<file path="config.mk">
export PLATFORM = sky130hd
export DESIGN_NAME = sprite_draw_scheduler
export DESIGN_NICKNAME = d
export VERILOG_FILES = /design/src/rtl/vga_game_pkg.sv /design/src/rtl/sprite_raster_counter.sv /design/src/rtl/sprite_draw_scheduler.sv
export SDC_FILE = /design/constraint.sdc
export NUM_CORES = 1
export LEC_CHECK = 0
export CAP_MARGIN = 20
export CORE_ASPECT_RATIO = 1.25
export CORE_MARGIN = 2
export CORE_UTILIZATION = 45
export CTS_CLUSTER_SIZE = 8
export DETAILED_ROUTE_END_ITERATION = 10
export PLACE_DENSITY = 0.69
export SLEW_MARGIN = 0
export SYNTH_ARGS = -nofsm -noshare
export SYNTH_HDL_FRONTEND = slang
export SYNTH_SLANG_ARGS = --single-unit
</file>
<file path="constraint.sdc">
create_clock -name clk -period 3.7 [get_ports clk]
set_clock_uncertainty 0.1 [all_clocks]
set_input_delay 0.555 -clock clk [delete_from_list [all_inputs] [get_ports clk]]
set_output_delay 0.555 -clock clk [all_outputs]
set_load 0.05 [all_outputs]
</file>
<file path="src/rtl/vga_game_pkg.sv">
// Shared VGA game constants: colours, screen size, sprite plane mask and scheduler state encoding.
// Pure definitions only; no timing or flow-control behaviour of its own.
package vga_game_pkg;

  localparam logic [2:0] COLOUR_BLACK = 3'b000;
  localparam logic [2:0] COLOUR_WHITE = 3'b111;

  localparam int SCR_W_DEF = 160;
  localparam int SCR_H_DEF = 120;

  // Bit (py*5 + px); rows listed from py=4 (left) down to py=0 (right).
  localparam logic [24:0] PLANE_MASK = 25'b01110_00100_11111_00100_00000;

  typedef enum logic [2:0] {
    ST_IDLE   = 3'd0,
    ST_SNAP   = 3'd1,
    ST_ERASE  = 3'd2,
    ST_DRAW   = 3'd3,
    ST_FINISH = 3'd4
  } sched_state_e;

  function automatic logic mask_bit(input logic [2:0] px, input logic [2:0] py);
    logic [4:0] idx;
    idx = {2'b00, py} * 5'd5 + {2'b00, px};
    return PLANE_MASK[idx];
  endfunction

endpackage

</file>
<file path="src/rtl/sprite_raster_counter.sv">
// 5x5 raster walker, px fastest; clear wins over enable, last flags the (4,4) position.
// Zero-latency last flag from the registered position; no backpressure, advances only on enable.
module sprite_raster_counter (
  input  logic       clk,
  input  logic       reset_n,
  input  logic       clear,
  input  logic       enable,
  output logic [2:0] px,
  output logic [2:0] py,
  output logic       last
);

  logic [2:0] px_q, px_d;
  logic [2:0] py_q, py_d;

  always_comb begin
    px_d = px_q;
    py_d = py_q;
    if (clear) begin
      px_d = 3'd0;
      py_d = 3'd0;
    end else if (enable) begin
      if (px_q == 3'd4) begin
        px_d = 3'd0;
        py_d = (py_q == 3'd4) ? 3'd0 : py_q + 3'd1;
      end else begin
        px_d = px_q + 3'd1;
      end
    end
  end

  always_ff @(posedge clk or negedge reset_n) begin
    if (!reset_n) begin
      px_q <= 3'd0;
      py_q <= 3'd0;
    end else begin
      px_q <= px_d;
      py_q <= py_d;
    end
  end

  assign px   = px_q;
  assign py   = py_q;
  assign last = (px_q == 3'd4) && (py_q == 3'd4);

endmodule

</file>
<file path="src/rtl/sprite_draw_scheduler.sv">
// Time-shares the VGA write port: snapshot slots, erase all old sprites, draw all new ones; pixels 1 cycle after counter.
// Ticks arriving while busy are dropped; SPRITE_SCHED_OVERRUN_EN adds a sticky overrun flag for them.
module sprite_draw_scheduler
  import vga_game_pkg::*;
#(
  parameter int NUM_SLOTS = 10,
  parameter int X_W       = 8,
  parameter int Y_W       = 7,
  parameter int SCR_W     = SCR_W_DEF,
  parameter int SCR_H     = SCR_H_DEF
) (
  input  logic                     clk,
  input  logic                     reset_n,
  input  logic                     frame_tick,
  input  logic [NUM_SLOTS*X_W-1:0] slot_x,
  input  logic [NUM_SLOTS*Y_W-1:0] slot_y,
  input  logic [NUM_SLOTS-1:0]     slot_vis,
  output logic [X_W-1:0]           vga_x,
  output logic [Y_W-1:0]           vga_y,
  output logic [2:0]               vga_colour,
  output logic                     vga_plot,
  output logic                     busy,
  output logic                     pass_done
`ifdef SPRITE_SCHED_OVERRUN_EN
  ,
  output logic                     overrun
`endif
);

  localparam int SLOT_W = (NUM_SLOTS > 1) ? $clog2(NUM_SLOTS) : 1;
  localparam logic [SLOT_W-1:0] LAST_SLOT = SLOT_W'(NUM_SLOTS - 1);
  localparam logic [X_W:0] SCR_W_LIM = (X_W + 1)'(SCR_W);
  localparam logic [Y_W:0] SCR_H_LIM = (Y_W + 1)'(SCR_H);

  sched_state_e state_q, state_d;
  logic [SLOT_W-1:0] slot_q, slot_d;

  logic [X_W-1:0]       new_x_q [NUM_SLOTS];
  logic [Y_W-1:0]       new_y_q [NUM_SLOTS];
  logic [X_W-1:0]       old_x_q [NUM_SLOTS];
  logic [Y_W-1:0]       old_y_q [NUM_SLOTS];
  logic [NUM_SLOTS-1:0] new_vis_q, old_vis_q;

  logic [X_W-1:0] pix_x_q;
  logic [Y_W-1:0] pix_y_q;
  logic [2:0]     pix_colour_q, colour_d;
  logic           pix_plot_q, plot_d;

  logic       cnt_clear, cnt_en, last;
  logic [2:0] px, py;

  logic           is_erase, cur_vis, in_bounds, advance;
  logic [X_W-1:0] cur_x;
  logic [Y_W-1:0] cur_y;
  logic [X_W:0]   sum_x;
  logic [Y_W:0]   sum_y;

  sprite_raster_counter u_cnt (
    .clk    (clk),
    .reset_n(reset_n),
    .clear  (cnt_clear),
    .enable (cnt_en),
    .px     (px),
    .py     (py),
    .last   (last)
  );

  // Widened sums keep off-screen pixels from wrapping back onto the screen.
  always_comb begin
    is_erase  = (state_q == ST_ERASE);
    cur_vis   = is_erase ? old_vis_q[slot_q] : new_vis_q[slot_q];
    cur_x     = is_erase ? old_x_q[slot_q] : new_x_q[slot_q];
    cur_y     = is_erase ? old_y_q[slot_q] : new_y_q[slot_q];
    sum_x     = {1'b0, cur_x} + {{(X_W - 2){1'b0}}, px};
    sum_y     = {1'b0, cur_y} + {{(Y_W - 2){1'b0}}, py};
    in_bounds = (sum_x < SCR_W_LIM) && (sum_y < SCR_H_LIM);
  end

  always_comb begin
    state_d   = state_q;
    slot_d    = slot_q;
    cnt_clear = 1'b0;
    cnt_en    = 1'b0;
    plot_d    = 1'b0;
    colour_d  = COLOUR_BLACK;
    advance   = 1'b0;
    case (state_q)
      ST_IDLE: begin
        if (frame_tick) state_d = ST_SNAP;
      end
      ST_SNAP: begin
        slot_d    = '0;
        cnt_clear = 1'b1;
        state_d   = ST_ERASE;
      end
      ST_ERASE, ST_DRAW: begin
        colour_d = is_erase ? COLOUR_BLACK : COLOUR_WHITE;
        if (!cur_vis) begin
          advance = 1'b1;
        end else begin
          plot_d = in_bounds && (is_erase || mask_bit(px, py));
          if (last) advance = 1'b1;
          else      cnt_en  = 1'b1;
        end
        if (advance) begin
          cnt_clear = 1'b1;
          if (slot_q == LAST_SLOT) begin
            slot_d  = '0;
            state_d = is_erase ? ST_DRAW : ST_FINISH;
          end else begin
            slot_d = slot_q + SLOT_W'(1);
          end
        end
      end
      ST_FINISH: state_d = ST_IDLE;
      default:   state_d = ST_IDLE;
    endcase
  end

  always_ff @(posedge clk or negedge reset_n) begin
    if (!reset_n) begin
      state_q      <= ST_IDLE;
      slot_q       <= '0;
      pix_x_q      <= '0;
      pix_y_q      <= '0;
      pix_colour_q <= COLOUR_BLACK;
      pix_plot_q   <= 1'b0;
    end else begin
      state_q      <= state_d;
      slot_q       <= slot_d;
      pix_x_q      <= sum_x[X_W-1:0];
      pix_y_q      <= sum_y[Y_W-1:0];
      pix_colour_q <= colour_d;
      pix_plot_q   <= plot_d;
    end
  end

  // Old snapshot only takes the new one once the whole erase/draw pass is done.
  always_ff @(posedge clk or negedge reset_n) begin
    if (!reset_n) begin
      for (int k = 0; k < NUM_SLOTS; k++) begin
        new_x_q[k] <= '0;
        new_y_q[k] <= '0;
        old_x_q[k] <= '0;
        old_y_q[k] <= '0;
      end
      new_vis_q <= '0;
      old_vis_q <= '0;
    end else if (state_q == ST_SNAP) begin
      for (int k = 0; k < NUM_SLOTS; k++) begin
        new_x_q[k] <= slot_x[k*X_W +: X_W];
        new_y_q[k] <= slot_y[k*Y_W +: Y_W];
      end
      new_vis_q <= slot_vis;
    end else if (state_q == ST_FINISH) begin
      old_x_q   <= new_x_q;
      old_y_q   <= new_y_q;
      old_vis_q <= new_vis_q;
    end
  end

  assign vga_x      = pix_x_q;
  assign vga_y      = pix_y_q;
  assign vga_colour = pix_colour_q;
  assign vga_plot   = pix_plot_q;
  assign busy       = (state_q != ST_IDLE);
  assign pass_done  = (state_q == ST_FINISH);

`ifdef SPRITE_SCHED_OVERRUN_EN
  logic overrun_q;

  always_ff @(posedge clk or negedge reset_n) begin
    if (!reset_n)                overrun_q <= 1'b0;
    else if (frame_tick && busy) overrun_q <= 1'b1;
  end

  assign overrun = overrun_q;
`endif

endmodule

</file>
==> results of run 1 <==
-- metal layers --
metal  wire, µm  global-route usage, %  share of wire [%]
met1      15100                   25.3                 42
met2      18700                   33.8                 52
met3       1510                   3.40                4.2
met4        898                   6.25                2.5
met5          0                      0                  0
-- where the power goes --
part / switching, W / leakage [nW] / internal, W / total, W
logic: 0.00305 / 3.60 / 0.00374 / 0.00678
registers: 0.00117 / 4.38 / 0.00545 / 0.00662
clock network: 0.00151 / 0.618 / 0.00232 / 0.00383
total: 0.00573 / 8.60 / 0.0115 / 0.0172
-- flip-flops by register name (all words and copies together), names as in the netlist --
| signal | count |
|---|---|
| old_x_q | 80 |
| u_cnt.px | 3 |
| slot_q | 4 |
| vga_x | 8 |
| old_y_q | 70 |
| vga_plot | 1 |
| u_cnt.py | 3 |
| vga_colour | 1 |
| old_vis_q | 10 |
| new_y_q | 70 |
| new_vis_q | 10 |
| new_x_q | 80 |
| vga_y | 7 |
| state_q | 3 |
-- worst paths after layout --
path,startpoint,to,slack [ns],depth (start not counted)
setup / recovery,slot_q[0],vga_plot,0.20,10
hold / removal,old_vis_q[5],old_vis_q[5],0.40,1
setup reg to reg,slot_q[0],vga_plot,0.20,10
hold reg to reg,old_vis_q[5],old_vis_q[5],0.40,1
max in group asynchronous,reset_n,new_x_q[9],1.93,4
min in group asynchronous,reset_n,new_y_q[44],0.58,2
-- final cells by class --
| type | count | area share, % |
|---|---|---|
| clock buffer | 53 | 6.22 |
| timing repair buffer | 220 | 11.0 |
| inverter | 12 | 0.226 |
| tap | 474 | 2.97 |
| clock inverter | 2 | 0.0878 |
| multi-input combinational | 614 | 35.5 |
| sequential | 350 | 43.9 |
-- logic make-up after synthesis --
logic type / count (synthesis)
mux: 420
flops: 350
simple gates: 87
buf+inv: 79
compound gates: 70
fa+ha+maj: 23
xor+xnor: 14
-- cell usage in the layout (no fill, tap or decap), types with 3 or more instances in the layout --
| cell type | Yosys | layout |
|---|---|---|
| a21oi_1 | 16 | 15 |
| buf_4 | 6 | 29 |
| ha_1 | 20 | 20 |
| mux2i_1 | 10 | 10 |
| nand3_1 | 15 | 15 |
| o21ai_0 | 11 | 11 |
| nor2_1 | 15 | 15 |
| clkbuf_16 | 0 | 49 |
| xor2_1 | 7 | 7 |
| a21o_1 | 7 | 7 |
| xnor2_1 | 7 | 7 |
| mux4_2 | 76 | 76 |
| buf_12 | 1 | 7 |
| nor3_1 | 6 | 5 |
| nor2b_1 | 5 | 5 |
| inv_1 | 12 | 12 |
| nand2_1 | 27 | 27 |
| a211oi_2 | 3 | 3 |
| o21a_1 | 3 | 3 |
| fa_1 | 3 | 3 |
| nand2b_1 | 4 | 4 |
| mux2_2 | 325 | 325 |
| clkdlybuf4s50_1 | 0 | 182 |
| dfrtp_1 | 350 | 347 |
| mux4_1 | 8 | 8 |
| a22o_1 | 5 | 5 |
| a22oi_1 | 3 | 3 |
| clkbuf_1 | 39 | 4 |
-- Yosys cell counts, drive strengths merged, types with 2 or more instances --
cell type / number
a211o: 2
a211oi: 5
a21o: 7
a21oi: 16
a22o: 5
a22oi: 4
and2: 4
and3: 2
buf: 28
clkbuf: 39
dfrtp: 350
fa: 3
ha: 20
inv: 12
mux2: 326
mux2i: 10
mux4: 84
nand2: 27
nand2b: 4
nand3: 15
nor2: 16
nor2b: 5
nor3: 7
nor4: 2
o21a: 3
o21ai: 13
o221ai: 3
o31ai: 2
xnor2: 7
xor2: 7
-- metrics by stage --
step           hold WS, ns  util [%]  setup TNS [ns]
2_1_floorplan        0.159         -               0
3_3_place_gp         0.381      52.6               0
3_5_place_dp         0.388      52.6         -0.0478
4_1_cts              0.399      56.2               0
5_1_grt              0.411      56.3               0
6_report             0.398      56.3               0
-- timing repair --
item                       CTS  global route
gates resized for setup      1             0
hold endpoints to repair     3             0
pin swaps                    0             0
setup endpoints to repair    1             1
buffers inserted             0             4
hold buffers                 1             0
==> results.txt, run 1 <==
first-pass GRT wire length: 57700 µm
CTS tree: yes
dpl hpwl: 25200 µm
standard-cell rows: 77
Fillers: 2898
Final #Nets: 1433
Post-Layout Cell Count: 1725
Max Root-Sink Buffers: 3
Max IR drop VDD: 0.000400 V
max-cap check violation count: 0
Cell variety after synth: 59
max_slew headroom: 28.6%
Crit path buffers/inverters: 2
fin. max-slew vios: 0
TritonCTS Buffers: 49
Clk Tree Root Cell: clkbuf_16
initial antenna violation count: 0
Reg clk slew, reported paths: 0.05 ns
critical path class: flop to flop
cell taking the most area after synthesis: dfrtp_1
post-synthesis adder-cell area fraction: 1.91%
combinational family with the most area after synthesis: multiplexers
Power Density: 863 mW/mm²
CP startpoint kind: flop
Post-synth EDFFs: 0
most common flop cell mapped by yosys: dfrtp_1
largest net degree at the start of global routing: 161
Power, Total: 0.0172 W
share of flip-flops with an asynchronous set or reset: 100%
crit-path max FO: 7
sequential-to-total area share from yosys stat: 53.9%
setup violators final: 0
drt drc: 0
Tcrit/Tclk final: 94.7%
leakage: 8.60 nW
aggregate routed wire length: 36200 µm
CP arrival: 3.81 ns
Die X: 174 µm
area of the multi-input gates: 0.00709 mm²
xor-xnor portion of the synthesized cell area: 0.755%
Placed Cells incl. Taps: 1665
compound-gate portion of the synthesized area: 3.12%
post-place setup slack: -0.0478 ns
n_diodes: 0
min Tclk post-route: 3.50 ns
fmax: 285 MHz
Worst-Margin Slew: 1.07 ns
FF/Latch Area: 0.00877 mm²
Post-Layout Inst Area: 0.0200 mm²
post-synthesis area per instance: 15.6 µm²
Die ar.: 0.0376 mm²
Final Hold Fails: 0
initial drt markers: 431
total global-route track usage: 19.6%
vias in the first global route: 10400
multiplexer share of the synthesized area: 35.1%
worst skew pair latency: 0.55 ns
critical path's top delay family: compound AO/OA/AOI/OAI gates
Core ar.: 0.0355 mm²
# clock sinks: 350
CP required: 4.01 ns
final worst setup slack: 0.197 ns
Syn Inst Count: 1043
gr ovfl total: 0
drt pass-1 iters: 4
GP Congestion: 0.805
placed inst area: 0.0187 mm²
Post-Synth Simple-Gate Area: 2.74%
slowest stage delay, CP: 0.54 ns
post-DR vias/cell: 5.53
outcome: completed
Critical Path Slowest Stage Cell: mux4_2
Setup crit end kind: flop
H-tree levels: 2
Hold Crit Class: flop to flop
critical path, cell by cell: buf_4 > buf_12 > mux4_2 > mux4_2 > a22o_1 > fa_1 > a21o_1 > a21o_1 > a211oi_2 > nor4_2
# IOs: 184
Syn Nets: 1229
Chip Height: 216 µm
post-synth top area share: 53.9%
RSZ-0062 raised after global routing: false
wire per inst: 21.0 µm
number of port buffers: 183
Routed Antenna Nets: 0
Warnings, synthesis: 0
synthesized area: 0.0162 mm²
dominant cells by area after synthesis: dfrtp_1 54%, mux2_2 23%, mux4_2 11%
Starting Density: 45.8%
Yosys reg bits: 350
Area Overhead vs Synth: 22.9%
layout cell share with drive strength beyond 1: 40.8%
vias: 9537
No activity file was read; power rests on OpenSTA's default activity.
==> inputs of run 2 (changes only) <==
--- a/config.mk
+++ b/config.mk
@@ -5,12 +5,14 @@
 export SDC_FILE = /design/constraint.sdc
 export NUM_CORES = 1
 export LEC_CHECK = 0
+export ABC_CLOCK_PERIOD_IN_PS = 3700
 export CAP_MARGIN = 20
 export CORE_ASPECT_RATIO = 1.25
 export CORE_MARGIN = 2
 export CORE_UTILIZATION = 45
 export CTS_CLUSTER_SIZE = 8
 export DETAILED_ROUTE_END_ITERATION = 10
+export HOLD_SLACK_MARGIN = 0.08
 export PLACE_DENSITY = 0.69
 export SLEW_MARGIN = 0
 export SYNTH_ARGS = -nofsm -noshare
==> results of run 2 <==
Final layout, timing and power as in run 1 (identical DEF).
==> inputs of run 3 (changes only) <==
--- a/config.mk
+++ b/config.mk
@@ -18,3 +18,4 @@
 export SYNTH_ARGS = -nofsm -noshare
 export SYNTH_HDL_FRONTEND = slang
 export SYNTH_SLANG_ARGS = --single-unit
+export TNS_END_PERCENT = 100
==> results of run 3 <==
Final layout, timing and power as in run 1 (identical DEF).
